[config.mk]
export PLATFORM = sky130hd
export DESIGN_NAME = station_scheduler
export DESIGN_NICKNAME = d
export VERILOG_FILES = /design/src/rtl/station_scheduler_pkg.sv /design/src/rtl/station_hazard.sv /design/src/rtl/station_scheduler.sv
export SDC_FILE = /design/constraint.sdc
export NUM_CORES = 1
export LEC_CHECK = 0
export ABC_CLOCK_PERIOD_IN_PS = 5350
export BUFFER_PORTS_ARGS = -buffer_cell sky130_fd_sc_hd__buf_2
export CORE_AREA = 2 2 172 174
export CTS_CLUSTER_SIZE = 30
export DETAILED_ROUTE_END_ITERATION = 10
export DIE_AREA = 0 0 174 176
export MAX_ROUTING_LAYER = met4
export PLACE_DENSITY = 0.55
export SYNTH_ARGS = -nofsm -noshare
export SYNTH_HDL_FRONTEND = slang
export SYNTH_SLANG_ARGS = --single-unit
export TNS_END_PERCENT = 30
[constraint.sdc]
create_clock -name clk -period 5.35 [get_ports clk]
set_clock_uncertainty 0.05 [all_clocks]
set_input_delay 1.07 -clock clk [delete_from_list [all_inputs] [get_ports clk]]
set_output_delay 1.07 -clock clk [all_outputs]
set_load 0.05 [all_outputs]
[src/rtl/station_scheduler_pkg.sv]
// Shared constants for the reservation-station scheduler: station count,
// 64-bit uOp packing and hazard-kind flag positions.
package station_scheduler_pkg;

   localparam int NST_DEFAULT = 4;
   localparam int UOP_W       = 64;

   // uOp packing, MSB first: pc | k16 | agu_k16 | fn | flags | adr | mem
   localparam int UOP_PC_LSB    = 48;
   localparam int UOP_K16_LSB   = 32;
   localparam int UOP_AGUK_LSB  = 16;
   localparam int UOP_FN_LSB    = 12;
   localparam int UOP_FLAGS_LSB = 8;
   localparam int UOP_ADR_LSB   = 4;
   localparam int UOP_MEM_LSB   = 0;

   typedef struct packed {
      logic [15:0] pc;
      logic [15:0] k16;
      logic [15:0] agu_k16;
      logic [3:0]  fn;
      logic [3:0]  flags;
      logic [3:0]  adr;
      logic [3:0]  mem;
   } uop_t;

   localparam int HZ_RAW = 0;
   localparam int HZ_WAR = 1;
   localparam int HZ_WAW = 2;
   localparam int HZ_MEM = 3;
   localparam int HZ_N   = 4;

   typedef logic [HZ_N-1:0] hz_flags_t;

endpackage

[src/rtl/station_hazard.sv]
// Pairwise dependency check: does an older station (old_*) block the
// candidate station (cand_*) from issuing?
module station_hazard
   import station_scheduler_pkg::*;
(
   input  logic [3:0] cand_d_adr,
   input  logic [2:0] cand_a_adr,
   input  logic [2:0] cand_b_adr,
   input  logic       cand_ld_mem,
   input  logic       cand_st_mem,
   input  logic [3:0] old_lock_wr,
   input  logic [2:0] old_lock_rd0,
   input  logic [2:0] old_lock_rd1,
   input  logic [2:0] old_lock_rd2,
   input  logic       old_lock_loads,
   output logic       hazard
);

   hz_flags_t kind;
   logic      cand_wr;
   logic      old_wr;

   assign cand_wr = cand_d_adr[3];
   assign old_wr  = old_lock_wr[3];

   always_comb begin
      kind         = '0;
      kind[HZ_RAW] = old_wr && ((old_lock_wr[2:0] == cand_a_adr) ||
                                (old_lock_wr[2:0] == cand_b_adr));
      kind[HZ_WAR] = cand_wr && ((cand_d_adr[2:0] == old_lock_rd0) ||
                                 (cand_d_adr[2:0] == old_lock_rd1) ||
                                 (cand_d_adr[2:0] == old_lock_rd2));
      kind[HZ_WAW] = cand_wr && old_wr && (cand_d_adr[2:0] == old_lock_wr[2:0]);
      kind[HZ_MEM] = (cand_ld_mem || cand_st_mem) && old_lock_loads;
   end

   assign hazard = |kind;

endmodule

[src/rtl/station_scheduler.sv]
// In-order allocation to a ring of reservation stations and oldest-first,
// hazard-aware issue into a single registered execution slot.
module station_scheduler
   import station_scheduler_pkg::*;
#(
   parameter int NST = NST_DEFAULT
)
(
   input  logic                     clk,
   input  logic                     a_rst,
   input  logic                     dec_valid,
   output logic                     dec_ready,
   output logic [NST-1:0]           st_feed,
   input  logic [NST-1:0]           st_complete,
   input  logic [NST-1:0]           st_ready,
   input  logic [4*NST-1:0]         st_d_adr,
   input  logic [3*NST-1:0]         st_a_adr,
   input  logic [3*NST-1:0]         st_b_adr,
   input  logic [4*NST-1:0]         st_lock_wr,
   input  logic [3*NST-1:0]         st_lock_rd0,
   input  logic [3*NST-1:0]         st_lock_rd1,
   input  logic [3*NST-1:0]         st_lock_rd2,
   input  logic [NST-1:0]           st_lock_loads,
   input  logic [NST-1:0]           st_ld_mem,
   input  logic [NST-1:0]           st_st_mem,
   input  logic [UOP_W*NST-1:0]     st_uop,
   output logic [NST-1:0]           sched_ack,
   output logic                     exe_valid,
   output logic [UOP_W-1:0]         exe_uop,
   output logic [$clog2(NST)-1:0]   exe_slot,
   input  logic                     exe_ready
);

   localparam int SW = $clog2(NST);
   localparam int CW = $clog2(NST + 1);

   logic [SW-1:0]      head;
   logic [SW-1:0]      tail;
   logic [CW-1:0]      count;
   logic               alloc;
   logic               retire;

   logic [SW-1:0]      age [NST];
   logic [NST-1:0]     occupied;
   logic [NST-1:0]     blocked;
   logic [NST-1:0]     eligible;
   logic [NST*NST-1:0] haz;

   logic               sel_valid;
   logic [SW-1:0]      sel;
   logic [SW-1:0]      idx;
   logic               issue;
   logic [UOP_W-1:0]   uop_arr [NST];

   logic               exe_valid_q;
   uop_t               exe_uop_q;
   logic [SW-1:0]      exe_slot_q;

   // ------------------------------------------------------------------
   // Allocation / retirement ring
   // ------------------------------------------------------------------
   assign dec_ready = (count < CW'(NST));
   assign alloc     = dec_valid && dec_ready && a_rst;
   assign retire    = (count != '0) && st_complete[head];
   assign st_feed   = alloc ? (NST'(1) << tail) : '0;

   always_ff @(posedge clk or negedge a_rst) begin
      if (!a_rst) begin
         head  <= '0;
         tail  <= '0;
         count <= '0;
      end else begin
         if (alloc)
            tail <= tail + SW'(1);
         if (retire)
            head <= head + SW'(1);
         case ({alloc, retire})
            2'b10:   count <= count + CW'(1);
            2'b01:   count <= count - CW'(1);
            default: count <= count;
         endcase
      end
   end

   // Age is distance from head; the power-of-two ring makes the
   // subtraction wrap naturally, so age order survives pointer wrap.
   always_comb begin
      for (int i = 0; i < NST; i++) begin
         age[i]      = SW'(i) - head;
         occupied[i] = CW'(age[i]) < count;
      end
   end

   // ------------------------------------------------------------------
   // Pairwise hazards: haz[i*NST+j] = older j blocks candidate i
   // ------------------------------------------------------------------
   for (genvar gi = 0; gi < NST; gi++) begin : g_cand
      assign uop_arr[gi] = st_uop[gi*UOP_W +: UOP_W];
      for (genvar gj = 0; gj < NST; gj++) begin : g_old
         if (gi == gj) begin : g_self
            assign haz[gi*NST+gj] = 1'b0;
         end else begin : g_pair
            station_hazard u_hz (
               .cand_d_adr     (st_d_adr[gi*4 +: 4]),
               .cand_a_adr     (st_a_adr[gi*3 +: 3]),
               .cand_b_adr     (st_b_adr[gi*3 +: 3]),
               .cand_ld_mem    (st_ld_mem[gi]),
               .cand_st_mem    (st_st_mem[gi]),
               .old_lock_wr    (st_lock_wr[gj*4 +: 4]),
               .old_lock_rd0   (st_lock_rd0[gj*3 +: 3]),
               .old_lock_rd1   (st_lock_rd1[gj*3 +: 3]),
               .old_lock_rd2   (st_lock_rd2[gj*3 +: 3]),
               .old_lock_loads (st_lock_loads[gj]),
               .hazard         (haz[gi*NST+gj])
            );
         end
      end
   end

   always_comb begin
      blocked  = '0;
      eligible = '0;
      for (int i = 0; i < NST; i++) begin
         for (int j = 0; j < NST; j++) begin
            if ((j != i) && (age[j] < age[i]) && occupied[j] &&
                !st_complete[j] && haz[i*NST+j])
               blocked[i] = 1'b1;
         end
         eligible[i] = occupied[i] && st_ready[i] && !blocked[i];
      end
   end

   // Walk from youngest to oldest so the oldest eligible station wins.
   always_comb begin
      sel_valid = 1'b0;
      sel       = head;
      idx       = head;
      for (int k = NST - 1; k >= 0; k--) begin
         idx = head + SW'(k);
         if (eligible[idx]) begin
            sel_valid = 1'b1;
            sel       = idx;
         end
      end
   end

   // ------------------------------------------------------------------
   // Issue register
   // ------------------------------------------------------------------
   assign issue     = sel_valid && (!exe_valid_q || exe_ready);
   assign sched_ack = issue ? (NST'(1) << sel) : '0;

   always_ff @(posedge clk or negedge a_rst) begin
      if (!a_rst) begin
         exe_valid_q <= 1'b0;
         exe_uop_q   <= '0;
         exe_slot_q  <= '0;
      end else if (issue) begin
         exe_valid_q <= 1'b1;
         exe_uop_q   <= uop_t'(uop_arr[sel]);
         exe_slot_q  <= sel;
      end else if (exe_ready) begin
         exe_valid_q <= 1'b0;
      end
   end

   assign exe_valid = exe_valid_q;
   assign exe_uop   = exe_uop_q;
   assign exe_slot  = exe_slot_q;

endmodule

==> results of run 1 <==
[power groups by stage]
stage	logic, mW	clock network (mW)	registers (mW)
after floorplan	4.00	0	1.89
after global placement	5.85	0	1.03
after detailed placement	5.87	0	1.04
after CTS	5.86	0.698	1.03
after global routing	6.26	0.719	1.07
final	5.84	0.671	1.03
[worst reg2reg max path: stages, from the launching register on]
cell and delay [ns]:
dfrtp_1 0.35, inv_1 0.06, ha_2 0.46, inv_1 0.15, ha_1 0.29, a21oi_1 0.21
o21ai_1 0.18, a211oi_2 0.32, a21o_1 0.21, o211ai_2 0.17, a311o_1 0.39, nor2_1 0.12
o21a_4 0.21, buf_12 0.41, mux2i_1 0.63, o221ai_1 0.18
[cell type report]
class	instances	share of cell area (%)
inverter	14	0.483
timing repair buffer	460	21.6
antenna	8	0.184
tap	384	4.42
sequential	74	17.0
clock inverter	6	0.840
multi-input combinational	722	53.3
clock buffer	9	2.07
[routing by layer]
layer,GRT usage (%),up-vias,share of wire (%)
li1,-,4010,-
met1,26.0,3883,43
met2,34.5,329,49
met3,3.62,32,5.9
met4,7.00,0,2.3
met5,-,-,0
[what timing repair did]
item | CTS | global route
setup endpoints to repair | 0 | 4
gates resized for setup | 0 | 4
setup buffers | 0 | 0
endpoints found under the hold margin | 0 | 0
[Yosys cell counts (14+ instances only)]
cell type / instances / area [um2]
xnor2_1: 136 / 1190
mux2i_1: 130 / 1300
nand2_1: 92 / 345
dfrtp_1: 74 / 1850
xor2_1: 65 / 569
o221ai_1: 36 / 315
nand3_1: 30 / 150
o221ai_2: 30 / 450
nand4_1: 22 / 138
nor2_1: 20 / 75.1
buf_2: 19 / 95.1
clkbuf_1: 19 / 71.3
buf_6: 17 / 191
buf_4: 14 / 105
inv_1: 14 / 52.6
[logic make-up after synthesis]
logic type / count (synthesis) / synth area share [%]
compound gates: 159 / 17.5
xor+xnor: 201 / 21.5
fa+ha+maj: 14 / 2.23
buf+inv: 87 / 7.03
flops: 74 / 22.6
mux: 133 / 16.5
simple gates: 215 / 12.6
[metrics by stage]
step	setup WS [ns]	total power, mW	util [%]
after floorplan	0.219	5.89	-
after global placement	0.385	6.88	36.8
after detailed placement	0.342	6.90	36.8
after CTS	0.104	7.59	38.0
after global routing	-0.00333	8.05	38.1
final	0.295	7.55	38.1
[registers in the layout, summed over array words and instances, names as in the netlist]
name and cells:
count 3, exe_slot 2, exe_uop 64, exe_valid 1
head 2, tail 2
[how the worst min path moves through the flow]
stage,startpoint,to,slack (ns),cells after the start
2_1_floorplan,count[0],count[0],0.47,1
3_3_place_gp,exe_slot[1],exe_slot[1],0.41,2
3_5_place_dp,exe_uop[22],exe_uop[22],0.41,2
4_1_cts,exe_uop[27],exe_uop[27],0.43,2
5_1_grt,exe_uop[19],exe_uop[19],0.44,2
6_report,exe_slot[0],exe_slot[0],0.43,2
==> impl_metrics.json, run 1 <==
{
  "status": "finished, final reports clean",
  "dpl.hpwl_um": 26500,
  "hold_ws_ns": 0.426,
  "tightest_slew_ns": 0.940,
  "endpoint_kind": "output pin",
  "area_delta_synth_final_pct": 32.8,
  "routedWlPerCell_um": 19.4,
  "gp_congestion": 0.952,
  "grt_use_total_pct": 20.9,
  "critPathKind": "reg2out",
  "instances_no_fill": 1677,
  "crit_chain": "inv_1 -> ha_2 -> inv_1 -> ha_1 -> a21oi_1 -> o21ai_1 -> a211oi_2 -> a21o_1 -> o211ai_2 -> a311o_1 -> nor2_1 -> o21a_4 -> inv_1 -> nor2_1 -> buf_2",
  "p_per_area_nw_per_um2": 694,
  "design.core.area_um2": 28500,
  "layout_commonest_cell": "buf_2",
  "cts_tree": "built",
  "crit_path_end": "sched_ack[2]",
  "synth_seq_cells": 74,
  "cts_made_buffers": 9,
  "drt-initial-drc-count": 478,
  "holdBufCountCts": 0,
  "die_h_um": 176,
  "rrSetupSlack_ns": 0.81,
  "leakage_nw": 5.03,
  "register_area_um2": 1850,
  "avgSynthCellArea_um2": 9.27,
  "post_dp_cell_area_um2": 10500,
  "crit_arrival_ns": 3.94,
  "synth_cells": 883,
  "hold_path.class": "reg2reg",
  "grt_max_degree": 94,
  "grt_pass1_wl_um": 48500,
  "syn_nets": 1269,
  "fillCellCount": 2983,
  "crit_cells": 15,
  "drive_gt1_share_pct": 40.7,
  "setup_viol": 0,
  "worstReg2RegEnd": "exe_uop[32]",
  "min_period_over_period_pct": 94.5,
  "die_area_um2": 30600,
  "clock_latency_ns": 0.34,
  "htree_levels": 3,
  "maxCapViolations": 0,
  "initial_utilization_pct": 28.7,
  "share_comb_of_total_power_pct": 77.4,
  "synthDistinctLibCells": 66,
  "slew_headroom_pct": 37.3,
  "antenna_found_initial": 8,
  "rows": 62,
  "swShare_pct": 54.4,
  "hold_viol": 0,
  "dp_cells": 1654,
  "grt_pass1_vias": 8237,
  "rr_worst_depth": 15,
  "die_w_um": 174,
  "required_ns": 4.23,
  "path_common_cell": "inv_1",
  "final.min_clock_period_ns": 5.06,
  "yosysWarnings": 0,
  "ir_drop_v": 0.000915,
  "vias": 8254,
  "rr_startpoint": "head[1]",
  "p_sw_mw": 4.11,
  "synth_area_um2": 8180,
  "mostFrequentLayoutCells": "buf_2, xnor2_1, mux2i_1, nand2_1, dfrtp_1",
  "pin_count": 448,
  "fin_area_um2": 10900,
  "ys_async_sr_fraction_pct": 100,
  "critPathSlowestCell": "ha_2",
  "ys_seq_area_share_pct": 22.6,
  "drc": 0,
  "clock_sinks": 74,
  "synth_edf_count": 0,
  "setup_tns_ns": 0,
  "via_per_inst": 4.92,
  "ant_nets": 0,
  "ys.flop_type": "dfrtp_1",
  "multiInputGateArea_um2": 5800,
  "routed_wl_um": 32500,
  "firstDrtPassIters": 4,
  "nNetsFinal": 1667,
  "cts.path.max_buffers": 2,
  "fmax_mhz": 198,
  "p_seq_share_pct": 13.7,
  "crit_buf_inv": 4,
  "cts-root-buf": "clkbuf_16",
  "worst_path_largest_cell_delay_ns": 0.46,
  "critical_path.top_delay_family": "compound AO/OA/AOI/OAI gates",
  "pwr-share-clk_pct": 8.9,
  "path_max_fanout": 12,
  "path_clk_slew_ns": 0.07,
  "final_max_slew_viol_count": 0,
  "overflow": 0,
  "p_int_mw": 3.44,
  "critPathLaunchType": "register",
  "cp-startpoint": "head[1]",
  "numPortBuffers": 447
}
No activity file was read; power rests on OpenSTA's default activity.
==> inputs of run 2 (changes only) <==
Settings changed: ABC_AREA set to 1, CORE_AREA 2 2 172 174 to 2 2 174 176, DIE_AREA 0 0 174 176 to 0 0 176 178, PLACE_DENSITY 0.55 to 0.58.
==> impl_metrics.json, run 2 <==
{
  "ys_seq_area_share_pct": 20.1,
  "synth_top_area_cell": "nand2_1",
  "path_common_cell": "nand2_1",
  "crit_buf_inv": 4,
  "drt-initial-drc-count": 766,
  "die_area_um2": 31300,
  "rows": 63,
  "cts_made_buffers": 9,
  "area_delta_synth_final_pct": 29.4,
  "dpl.hpwl_um": 30900,
  "maxCapViolations": 0,
  "rsz0062_at_grt": "no",
  "critical_path.top_delay_family": "simple AND/OR/NAND/NOR gates",
  "antenna_found_initial": 0,
  "initial_utilization_pct": 31.3,
  "gp_congestion": 0.987,
  "min_period_over_period_pct": 92.9,
  "synth_edf_count": 0,
  "final_max_slew_viol_count": 0,
  "grt_pass1_vias": 11000,
  "firstDrtPassIters": 5,
  "critPathLaunchType": "primary input",
  "htree_levels": 3,
  "setup_tns_ns": 0,
  "worstReg2RegEnd": "exe_uop[24]",
  "pin_count": 448,
  "mostFrequentLayoutCells": "nand2_1, buf_2, nand3_1, xnor2_1, inv_1",
  "setup_viol": 0,
  "critPathKind": "in2out",
  "synthDistinctLibCells": 30,
  "vias": 11400,
  "tightest_slew_ns": 0.925,
  "hold_viol": 0,
  "crit_chain": "buf_2 -> inv_2 -> nand2_1 -> nand2_1 -> nand3_1 -> nand3_1 -> nand2_1 -> nand3_1 -> nand2_1 -> nand2_1 -> nor2_1 -> nand2_1 -> nand2_1 -> nand2_1 -> nand2_1 -> inv_1 -> o21ai_2 -> nand2_1 -> nand2_1 -> nand2_2 -> nor3_1 -> buf_2",
  "fmax_mhz": 201,
  "worst_path_largest_cell_delay_ns": 0.34,
  "fin_area_um2": 11900,
  "clock_sinks": 74,
  "post_dp_cell_area_um2": 11600,
  "ys_async_sr_fraction_pct": 100,
  "endpoint_kind": "output pin",
  "synth_area_leaders": "nand2_1, dfrtp_1, nand3_1, xnor2_1, inv_1",
  "rr_startpoint": "head[0]",
  "yosysMostFrequentCell": "nand2_1",
  "ys_top_cells_by_count": "nand2_1, nand3_1, xnor2_1, inv_1, nor2_1",
  "cts.path.max_buffers": 2,
  "pre_cts_ws_ns": 0.425,
  "drive_gt1_share_pct": 25.5,
  "setup_ws_ns": 0.382,
  "synth_cells": 1587,
  "nNetsFinal": 2363,
  "grt_use_total_pct": 24.7,
  "routed_wl_um": 39000,
  "drc": 0,
  "syn_nets": 1973,
  "ant_nets": 0,
  "grt_pass1_wl_um": 59600,
  "critPathSlowestCell": "buf_2",
  "die_h_um": 178,
  "routedWlPerCell_um": 16.4,
  "synth_top_area_share_pct": 24.3,
  "cts_tree": "built",
  "status": "finished, final reports clean",
  "crit_path_end": "sched_ack[2]",
  "path_max_fanout": 13,
  "path_clk_slew_ns": 0.06,
  "crit_arrival_ns": 3.85,
  "diodes": 0,
  "rr_worst_depth": 23,
  "largest_register_ffs": 64,
  "holdBufCountCts": 0,
  "ys.flop_type": "dfrtp_1",
  "hold_path.class": "reg2reg",
  "synth_seq_cells": 74,
  "overflow": 0,
  "cp-startpoint": "st_d_adr[6]",
  "leakage_nw": 6.70,
  "final.min_clock_period_ns": 4.97,
  "clock_latency_ns": 0.33,
  "design.core.area_um2": 29400,
  "yosysWarnings": 0,
  "p_per_area_nw_per_um2": 832,
  "rrSetupSlack_ns": 0.81,
  "avgSynthCellArea_um2": 5.80,
  "die_w_um": 176,
  "slew_headroom_pct": 38.3,
  "ir_drop_v": 0.000697,
  "synth_area_um2": 9200,
  "numPortBuffers": 447,
  "crit_cells": 22,
  "via_per_inst": 4.82,
  "cts-root-buf": "clkbuf_16",
  "required_ns": 4.23,
  "layout_commonest_cell": "nand2_1",
  "grt_max_degree": 79
}
[run 2: what timing repair did]
action                     in CTS  in global routing
buffers inserted                0                  0
gates resized for setup         0                  1
hold endpoints to repair        0                  0
setup endpoints to repair       0                  3
[run 2: cells by family (layout without fill, tap and decap cells)]
kind of cell	Yosys count	after routing	share of synthesized area [%]
AND/OR/NAND/NOR	1105	1105	51.2
buffers and inverters	218	613	11.2
XOR/XNOR	140	140	13.3
flip-flops	74	74	20.1
AO/OA/AOI/OAI	36	36	2.14
adder cells (fa/ha/maj)	14	14	1.99
[run 2: metal layers]
layer	share of wire (%)	vias up	global-route usage, %
met5	0	-	-
li1	-	5749	-
met2	50	402	43.4
met3	5.4	48	3.24
met1	43	5229	30.3
met4	2.0	0	5.34
[run 2: how the worst min path moves through the flow]
stage	from	end	slack [ns]	cells after the start
floorplan	count[1]	count[1]	0.40	2
global placement	exe_uop[52]	exe_uop[52]	0.41	2
detailed placement	exe_uop[17]	exe_uop[17]	0.41	2
CTS	exe_uop[17]	exe_uop[17]	0.43	2
global route	exe_uop[29]	exe_uop[29]	0.44	2
finish	exe_uop[12]	exe_uop[12]	0.42	2
[run 2: area by class of cell]
| class | instances | area, um2 |
|---|---|---|
| multi-input combinational | 1295 | 6340 |
| fill | 3231 | 17500 |
| inverter | 129 | 484 |
| timing repair buffer | 468 | 2400 |
| sequential | 74 | 1850 |
| tap | 390 | 488 |
| clock buffer | 10 | 229 |
| clock inverter | 6 | 113 |
[run 2: worst register-to-register path: stages (launching register included)]
cell and delay (ns):
dfrtp_1 0.38, inv_2 0.22, ha_2 0.38, inv_1 0.20, ha_1 0.27, a21boi_0 0.12
o21ai_1 0.17, nand2_1 0.13, nor2_1 0.16, nand2_1 0.07, nand2_1 0.08, inv_1 0.05
nand3_1 0.08, nand2_1 0.07, nand2_1 0.08, nand2_1 0.08, inv_1 0.09, nand3_1 0.15
o21ai_4 0.18, buf_4 0.45, inv_2 0.43, or2_2 0.44, nand2_1 0.07, nor2_1 0.04
[run 2: power by group]
group / total [mW] / internal, mW / switching [mW]
combinational: 8.11 / 2.32 / 5.78
clock: 0.698 / 0.458 / 0.241
sequential: 1.09 / 0.940 / 0.149
total: 9.90 / 3.72 / 6.17
[run 2: per-stage QoR]
| stage | hold WS [ns] | power (mW) | cells | utilization [%] |
|---|---|---|---|---|
| floorplan | 0.400 | 7.38 | 1587 | - |
| global placement | 0.408 | 9.18 | 2356 | 39.3 |
| detailed placement | 0.412 | 9.26 | 2356 | 39.3 |
| CTS | 0.428 | 9.98 | 2372 | 40.5 |
| global route | 0.444 | 10.9 | 2372 | 40.5 |
| finish | 0.423 | 9.90 | 2372 | 40.5 |
